<file path="config.mk">
export PLATFORM = sky130hd
export DESIGN_NAME = rs_issue_scheduler
export DESIGN_NICKNAME = d
export VERILOG_FILES = /design/src/rtl/rs_sched_pkg.sv /design/src/rtl/rr_multi_picker.sv /design/src/rtl/rs_issue_scheduler.sv
export SDC_FILE = /design/constraint.sdc
export NUM_CORES = 1
export LEC_CHECK = 0
export CELL_PAD_IN_SITES_DETAIL_PLACEMENT = 1
export CELL_PAD_IN_SITES_GLOBAL_PLACEMENT = 2
export CORE_MARGIN = 10
export CORE_UTILIZATION = 30
export CTS_BUF_LIST = sky130_fd_sc_hd__clkbuf_16
export CTS_CLUSTER_DIAMETER = 150
export DETAILED_ROUTE_END_ITERATION = 7
export DONT_BUFFER_PORTS = 1
export HOLD_SLACK_MARGIN = 0.03
export PLACE_DENSITY_LB_ADDON = 0.1
export SETUP_SLACK_MARGIN = 0.02
export SLEW_MARGIN = 15
export SYNTH_ARGS = -nofsm -noshare
export SYNTH_HDL_FRONTEND = slang
export SYNTH_HIERARCHICAL = 1
export SYNTH_SLANG_ARGS = --single-unit
</file>
<file path="constraint.sdc">
create_clock -name clk -period 5.8 [get_ports clk]
set_input_delay 1.74 -clock clk [delete_from_list [all_inputs] [get_ports clk]]
set_output_delay 1.74 -clock clk [all_outputs]
set_load 0.05 [all_outputs]
</file>
<file path="src/rtl/rs_sched_pkg.sv">
// ---------------------------------------------------------------------------
// rs_sched_pkg
// Shared definitions for the ALU reservation-station issue scheduler:
//   - default sizing (matching the core-level RS_ALU_ENTRIES_NUM and
//     NUM_OF_ALUS configuration values)
//   - index-width derivation helpers
//   - issue_grant_t, the {valid, entry_idx} view of one FU issue slot
//   - popcount helper
// ---------------------------------------------------------------------------
package rs_sched_pkg;

    localparam int DEFAULT_RS_ENTRIES = 8;

    localparam int DEFAULT_FU_NUM = 2;

    // Widest entry index any configuration may use (up to 256 entries).
    localparam int MAX_ENTRY_IDX_WIDTH = 8;

    // A single-entry array still needs a 1-bit index so ports never collapse.
    function automatic int entry_idx_width(input int n);
        return (n <= 1) ? 1 : $clog2(n);
    endfunction

    function automatic int fu_idx_width(input int n);
        return (n <= 1) ? 1 : $clog2(n);
    endfunction

    // One FU issue slot as seen by downstream FU interface logic.
    typedef struct packed {
        logic                           valid;
        logic [MAX_ENTRY_IDX_WIDTH-1:0] entry_idx;
    } issue_grant_t;

    function automatic int unsigned popcount(input logic [63:0] v);
        int unsigned cnt;
        cnt = 0;
        for (int i = 0; i < 64; i++) begin
            cnt = cnt + {31'd0, v[i]};
        end
        return cnt;
    endfunction

endpackage

</file>
<file path="src/rtl/rr_multi_picker.sv">
// ---------------------------------------------------------------------------
// rr_multi_picker
// Purely combinational multi-grant round-robin selector. Eligible entries are
// visited circularly starting at rr_ptr_i; eligible FUs are visited in
// ascending order; the j-th eligible entry is paired with the j-th eligible FU.
//
// Ports:
//   elig_e_i        [RS_ENTRIES_NUM]  entries that may issue this cycle
//   elig_f_i        [FU_NUM]          FUs that may accept this cycle
//   rr_ptr_i        [IW]              scan start entry
//   grant_o         [FU_NUM][RS_ENTRIES_NUM] one-hot entry per granted FU
//   fu_grant_o      [FU_NUM]          FU k received an entry
//   fu_entry_idx_o  [FU_NUM][IW]      entry given to FU k (0 when none)
//   any_grant_o     1                 at least one grant made
//   next_ptr_o      [IW]              one past the last granted entry (wraps)
// ---------------------------------------------------------------------------
module rr_multi_picker
    import rs_sched_pkg::*;
#(
    parameter  int RS_ENTRIES_NUM = DEFAULT_RS_ENTRIES,
    parameter  int FU_NUM         = DEFAULT_FU_NUM,
    localparam int IW             = entry_idx_width(RS_ENTRIES_NUM)
) (
    input  logic [RS_ENTRIES_NUM-1:0]             elig_e_i,
    input  logic [FU_NUM-1:0]                     elig_f_i,
    input  logic [IW-1:0]                         rr_ptr_i,
    output logic [FU_NUM-1:0][RS_ENTRIES_NUM-1:0] grant_o,
    output logic [FU_NUM-1:0]                     fu_grant_o,
    output logic [FU_NUM-1:0][IW-1:0]             fu_entry_idx_o,
    output logic                                  any_grant_o,
    output logic [IW-1:0]                         next_ptr_o
);

    // fu_cur remembers the first FU not yet examined, so each FU is taken at
    // most once and in ascending order while entries arrive in scan order.
    always_comb begin
        int          e;
        int          fu_cur;
        int          last;
        int          nxt;
        logic        found;
        logic [IW-1:0] eidx;

        grant_o        = '0;
        fu_grant_o     = '0;
        fu_entry_idx_o = '0;
        any_grant_o    = 1'b0;
        next_ptr_o     = rr_ptr_i;
        e              = 0;
        fu_cur         = 0;
        last           = 0;
        nxt            = 0;
        found          = 1'b0;
        eidx           = '0;

        for (int s = 0; s < RS_ENTRIES_NUM; s++) begin
            e = int'(rr_ptr_i) + s;
            if (e >= RS_ENTRIES_NUM) begin
                e = e - RS_ENTRIES_NUM;
            end
            eidx = IW'(e);
            if (elig_e_i[eidx]) begin
                found = 1'b0;
                for (int k = 0; k < FU_NUM; k++) begin
                    if (!found && (k >= fu_cur) && elig_f_i[k]) begin
                        grant_o[k][eidx]  = 1'b1;
                        fu_grant_o[k]     = 1'b1;
                        fu_entry_idx_o[k] = eidx;
                        found             = 1'b1;
                        fu_cur            = k + 1;
                        last              = e;
                        any_grant_o       = 1'b1;
                    end
                end
            end
        end

        if (any_grant_o) begin
            nxt = last + 1;
            if (nxt >= RS_ENTRIES_NUM) begin
                nxt = 0;
            end
            next_ptr_o = IW'(nxt);
        end
    end

endmodule

</file>
<file path="src/rtl/rs_issue_scheduler.sv">
// ---------------------------------------------------------------------------
// rs_issue_scheduler
// Chooses which ready ALU reservation-station entries issue to which free ALU
// functional units each cycle, with a rotating round-robin start pointer for
// fairness. All outputs are registered one-cycle pulses.
//
// Optional feature macro: RS_ISSUE_PERF_CNT_EN adds saturating 32-bit
// perf_issue_total and perf_stall_cycles counters.
//
// Ports:
//   clk           in   clock, rising edge
//   reset         in   asynchronous reset, active LOW
//   entry_ready   in   [RS_ENTRIES_NUM] entry i valid with operands ready
//   fu_ready      in   [FU_NUM] FU k can accept an instruction
//   flush         in   synchronous cancel of this cycle's selection
//   fu_valid      out  [FU_NUM] issue pulse per FU
//   fu_entry_idx  out  [FU_NUM*ENTRY_IDX_WIDTH] slice k = entry for FU k
//   rs_pop        out  [RS_ENTRIES_NUM] entry i issued, RS may free it
//   issue_cnt     out  popcount of fu_valid
// ---------------------------------------------------------------------------
module rs_issue_scheduler
    import rs_sched_pkg::*;
#(
    parameter  int RS_ENTRIES_NUM  = DEFAULT_RS_ENTRIES,
    parameter  int FU_NUM          = DEFAULT_FU_NUM,
    localparam int ENTRY_IDX_WIDTH = entry_idx_width(RS_ENTRIES_NUM),
    localparam int CNT_W           = $clog2(FU_NUM + 1)
) (
    input  logic                              clk,
    input  logic                              reset,
    input  logic [RS_ENTRIES_NUM-1:0]         entry_ready,
    input  logic [FU_NUM-1:0]                 fu_ready,
    input  logic                              flush,
    output logic [FU_NUM-1:0]                 fu_valid,
    output logic [FU_NUM*ENTRY_IDX_WIDTH-1:0] fu_entry_idx,
    output logic [RS_ENTRIES_NUM-1:0]         rs_pop,
    output logic [CNT_W-1:0]                  issue_cnt
`ifdef RS_ISSUE_PERF_CNT_EN
    ,
    output logic [31:0]                       perf_issue_total,
    output logic [31:0]                       perf_stall_cycles
`endif
);

    localparam int IW = ENTRY_IDX_WIDTH;

    logic [FU_NUM-1:0]                     fu_valid_q, fu_valid_d;
    logic [FU_NUM-1:0][IW-1:0]             fu_idx_q, fu_idx_d;
    logic [RS_ENTRIES_NUM-1:0]             rs_pop_q, rs_pop_d;
    logic [CNT_W-1:0]                      issue_cnt_q, issue_cnt_d;
    logic [RS_ENTRIES_NUM-1:0]             inflight_q, inflight_d;
    logic [IW-1:0]                         rr_ptr_q, rr_ptr_d;

    logic [FU_NUM-1:0]                     fu_hold;
    logic [RS_ENTRIES_NUM-1:0]             elig_e;
    logic [FU_NUM-1:0]                     elig_f;
    logic [FU_NUM-1:0][RS_ENTRIES_NUM-1:0] pick_grant;
    logic [FU_NUM-1:0]                     pick_fu_grant;
    logic [FU_NUM-1:0][IW-1:0]             pick_idx;
    logic                                  pick_any;
    logic [IW-1:0]                         pick_next_ptr;

    // An FU that issued last edge is still lowering its ready, so the
    // registered issue pulse itself masks it for one cycle.
    assign fu_hold = fu_valid_q;
    assign elig_e  = entry_ready & ~inflight_q;
    assign elig_f  = fu_ready & ~fu_hold;

    rr_multi_picker #(
        .RS_ENTRIES_NUM (RS_ENTRIES_NUM),
        .FU_NUM         (FU_NUM)
    ) u_picker (
        .elig_e_i       (elig_e),
        .elig_f_i       (elig_f),
        .rr_ptr_i       (rr_ptr_q),
        .grant_o        (pick_grant),
        .fu_grant_o     (pick_fu_grant),
        .fu_entry_idx_o (pick_idx),
        .any_grant_o    (pick_any),
        .next_ptr_o     (pick_next_ptr)
    );

    // Next-state: an in-flight entry stays masked until the RS drops its
    // ready, which guarantees no entry is granted twice for one allocation.
    always_comb begin
        fu_valid_d  = '0;
        fu_idx_d    = '0;
        rs_pop_d    = '0;
        issue_cnt_d = '0;
        inflight_d  = '0;
        rr_ptr_d    = rr_ptr_q;

        if (!flush) begin
            fu_valid_d = pick_fu_grant;
            fu_idx_d   = pick_idx;
            for (int k = 0; k < FU_NUM; k++) begin
                rs_pop_d = rs_pop_d | pick_grant[k];
            end
            inflight_d = (inflight_q & entry_ready) | rs_pop_d;
            if (pick_any) begin
                rr_ptr_d = pick_next_ptr;
            end
        end else begin
            rr_ptr_d = '0;
        end

        issue_cnt_d = CNT_W'(popcount(64'(fu_valid_d)));
    end

    always_ff @(posedge clk or negedge reset) begin
        if (!reset) begin
            fu_valid_q  <= '0;
            fu_idx_q    <= '0;
            rs_pop_q    <= '0;
            issue_cnt_q <= '0;
            inflight_q  <= '0;
            rr_ptr_q    <= '0;
        end else begin
            fu_valid_q  <= fu_valid_d;
            fu_idx_q    <= fu_idx_d;
            rs_pop_q    <= rs_pop_d;
            issue_cnt_q <= issue_cnt_d;
            inflight_q  <= inflight_d;
            rr_ptr_q    <= rr_ptr_d;
        end
    end

    assign fu_valid     = fu_valid_q;
    assign fu_entry_idx = fu_idx_q;
    assign rs_pop       = rs_pop_q;
    assign issue_cnt    = issue_cnt_q;

`ifdef RS_ISSUE_PERF_CNT_EN
    logic [31:0] perf_total_q, perf_total_d;
    logic [31:0] perf_stall_q, perf_stall_d;
    logic [32:0] total_sum;

    // Both counters saturate rather than wrap and deliberately ignore flush.
    always_comb begin
        total_sum    = {1'b0, perf_total_q} + 33'(issue_cnt_q);
        perf_total_d = total_sum[32] ? 32'hFFFF_FFFF : total_sum[31:0];
        perf_stall_d = perf_stall_q;
        if ((|elig_e) && !(|elig_f) && (perf_stall_q != 32'hFFFF_FFFF)) begin
            perf_stall_d = perf_stall_q + 32'd1;
        end
    end

    always_ff @(posedge clk or negedge reset) begin
        if (!reset) begin
            perf_total_q <= '0;
            perf_stall_q <= '0;
        end else begin
            perf_total_q <= perf_total_d;
            perf_stall_q <= perf_stall_d;
        end
    end

    assign perf_issue_total  = perf_total_q;
    assign perf_stall_cycles = perf_stall_q;
`endif

endmodule
</file>
==> flow_summary.json <==
{
  "fp.coreArea_um2": 13800,
  "fin_skew_ns": 0.00265,
  "yosysTopAreaCellShare_pct": 17.3,
  "synth_fp_nets": 553,
  "gp_congestion": 0.912,
  "drv_slew": 0,
  "die_h_um": 138,
  "fmax_ghz": 0.164,
  "busiest_layer": "met2",
  "slowest_delay_ns": 0.51,
  "slowest_stage": "mux4_2",
  "use_met2_pct": 30.3,
  "track_usage_pct": 18.1,
  "synth_seq_area_share_pct": 17.3,
  "cts_tree": "yes",
  "rsz0062_at_grt": "yes",
  "htree_levels": 2,
  "r2r_cells": 22,
  "nFillCells": 1697,
  "cp_top_family": "simple AND/OR/NAND/NOR gates",
  "r2r-end": "rr_ptr_q[1]",
  "slew-limit-headroom_pct": 49.9,
  "min_path_type": "register to register",
  "min_from": "inflight_q[3]",
  "crit_buf_inv": 2,
  "worstPathMaxFanout": 5,
  "regArea_um2": 726,
  "r2r_start": "rr_ptr_q[0]",
  "end_kind": "register",
  "drcViolationCount": 0,
  "num_vias": 4614,
  "drive_gt1_share_pct": 42.3,
  "path_cells": "nor2b_4 -> buf_6 -> mux4_2 -> mux2i_4 -> xnor2_2 -> nor4_2 -> or3_4 -> buf_6 -> a311o_4 -> o32ai_4 -> o31a_1 -> nand3_2 -> nor2_4 -> nand2_1 -> ha_1 -> nand4_1 -> nor3b_2 -> nand3_1 -> o41a_1 -> a21oi_2 -> mux2i_1 -> nor2_1",
  "routed_wl_um": 18200,
  "clk-insertion-delay-late_ns": 0.28,
  "avgSynthCellArea_um2": 8.05,
  "cts-root-buf": "clkbuf_16",
  "cp.required_ns": 6.01,
  "final_util_pct": 42.6,
  "yosysWarnings": 6,
  "final_common_cell": "buf_4",
  "postCtsHoldBufs": 0,
  "cts.sinks": 29,
  "cts.clk_slew.worst_paths_ns": 0.05,
  "ff2ff_setup_slack_ns": 0.39,
  "initial_core_util_pct": 30.4,
  "synth.area.top_cells": "dfrtp_1 (17%), mux2i_1 (7.2%), nand2_1 (5.9%)",
  "crit_path_start_kind": "primary input",
  "placed_cell_area_um2": 5220,
  "final.min_clock_period_ns": 6.10,
  "diodes": 0,
  "synth_area_leader_cell": "dfrtp_1",
  "hold_depth": 2,
  "period_share_pct": 105,
  "crit_arrival_ns": 6.31,
  "overflow": 0,
  "max_cap_viol_count": 0,
  "globalRouteMet1Util_pct": 22.7,
  "synth_edf_count": 0,
  "fin_ws_ns": -0.295,
  "final_cell_area_um2": 5870,
  "fp.dieW_um": 138,
  "wl_per_cell_um": 22.3,
  "clock_path_buffers": 2,
  "hold_violations": 0,
  "avgViaCountPerCell": 5.64,
  "crit_type": "primary input to register",
  "multi_input_area_um2": 3570,
  "ys_ff_latch": 29,
  "ys_async_sr_fraction_pct": 100,
  "first_iter_violations": 287,
  "hpwl_um": 14500,
  "ios": 31,
  "critPathMostFrequentCell": "buf_6",
  "syn2layout_area_growth_pct": 40.0,
  "ant_nets": 0,
  "dp.cells": 789,
  "worst_slew_pin_slew_ns": 0.746,
  "nets": 669,
  "drt_first_pass_iters": 6,
  "rows": 43,
  "grt_pass1_wl_um": 28200,
  "syn_inst": 521,
  "setup_viol_count_final": 3,
  "grt_pass1_vias": 4846,
  "violations": "setup timing",
  "met3_usage_pct": 2.91,
  "layout_common_cells": "buf_4 (136), nand2_1 (60), nor2_1 (42)",
  "grt_max_degree": 31,
  "pre_cts_slack_ns": -1.06,
  "syn-cell-area_um2": 4190,
  "worst_hold_path.endpoint": "inflight_q[3]",
  "grt_antenna_before_repair": 0,
  "synth_flop_cell": "dfrtp_1",
  "synthDistinctLibCells": 87,
  "outcome": "complete, but fails checks",
  "die_area_um2": 19100,
  "numCtsBuffers": 5,
  "final_cells": 818,
  "numPortBuffers": 0
}
[worst max-delay path by stage]
stage / startpoint / end / slack (ns) / cells past startpoint
final: entry_ready[3] / rr_ptr_q[1] / -0.30 / 22
after global routing: entry_ready[4] / rr_ptr_q[1] / -0.55 / 24
after CTS: entry_ready[3] / rr_ptr_q[0] / -0.33 / 24
after detailed placement: entry_ready[3] / rr_ptr_q[0] / -1.06 / 20
after global placement: entry_ready[3] / rr_ptr_q[0] / -0.93 / 22
after floorplan: entry_ready[6] / rr_ptr_q[0] / -0.33 / 23
[synthesized netlist by cell type, types with 5 or more instances]
master / number
nor2b_1: 18
a221oi_1: 7
nand3_1: 20
mux4_2: 6
nor4_1: 5
mux2i_1: 30
a31oi_1: 7
nand2_1: 66
inv_1: 11
a21o_1: 6
a21oi_1: 22
clkbuf_1: 22
dfrtp_1: 29
mux2_2: 17
nor2_1: 50
ha_1: 19
o21ai_0: 32
a211oi_1: 7
a21oi_2: 7
o22ai_1: 5
nor3_1: 15
buf_2: 7
buf_6: 5
[layout make-up]
type / count / area share (%)
clock inverter: 3 / 0.213
clock buffer: 5 / 2.13
timing repair buffer: 149 / 19.9
tap: 180 / 3.84
inverter: 12 / 0.768
multi-input combinational: 440 / 60.8
sequential: 29 / 12.4
[worst reg2reg max path, stage by stage, from the launching register on]
cell	delay, ns
dfrtp_1	0.34
inv_1	0.07
ha_1	0.44
mux4_2	0.61
mux2_4	0.35
xnor2_2	0.14
nor4_1	0.06
or3_4	0.42
buf_6	0.15
a311o_4	0.41
o32ai_4	0.28
o31a_1	0.23
nand3_2	0.14
nor2_4	0.18
nand2_1	0.07
ha_1	0.28
nand4_1	0.10
nor3b_2	0.22
nand3_1	0.09
o41a_1	0.42
a21oi_2	0.13
mux2i_1	0.07
nor2_1	0.11
[flip-flops by register name, indices dropped and copies added (netlist names)]
register and count:
inflight_q 8, rs_pop 8, fu_entry_idx 6, rr_ptr_q 3, fu_valid 2, issue_cnt 2
[what timing repair did]
item | in CTS | in global routing
endpoints found under the setup margin | 3 | 3
buffers inserted | 11 | 10
gates resized for setup | 33 | 47
pin swaps | 19 | 30
[logic make-up (layout without fill, tap and decap cells)]
logic type / Yosys count / in the layout / synth area share [%]
xor gates and xnor gates: 7 / 7 / 1.82
muxes: 57 / 57 / 16.8
and+or+nand+nor: 200 / 200 / 22.8
DFF: 29 / 29 / 17.3
adders and majority gates: 23 / 23 / 6.66
AOI/OAI and AO/OA: 153 / 153 / 28.2
buffers and inverters: 52 / 169 / 6.33
[per-stage QoR]
stage	setup TNS [ns]	hold slack, ns
detailed placement	-3.07	0.528
finish	-0.828	0.581
global placement	-2.69	0.527
CTS	-0.886	0.580
global route	-1.57	0.604
floorplan	-0.898	0.520
[metal layers]
layer,vias up,wire [um]
met3,29,749
met1,2289,8070
li1,2189,-
met4,0,480
met2,107,8930
met5,-,0
Power is left out: the tool's default activity adds up to more than one toggle a clock period on the data nets, which glitch-free logic cannot reach.
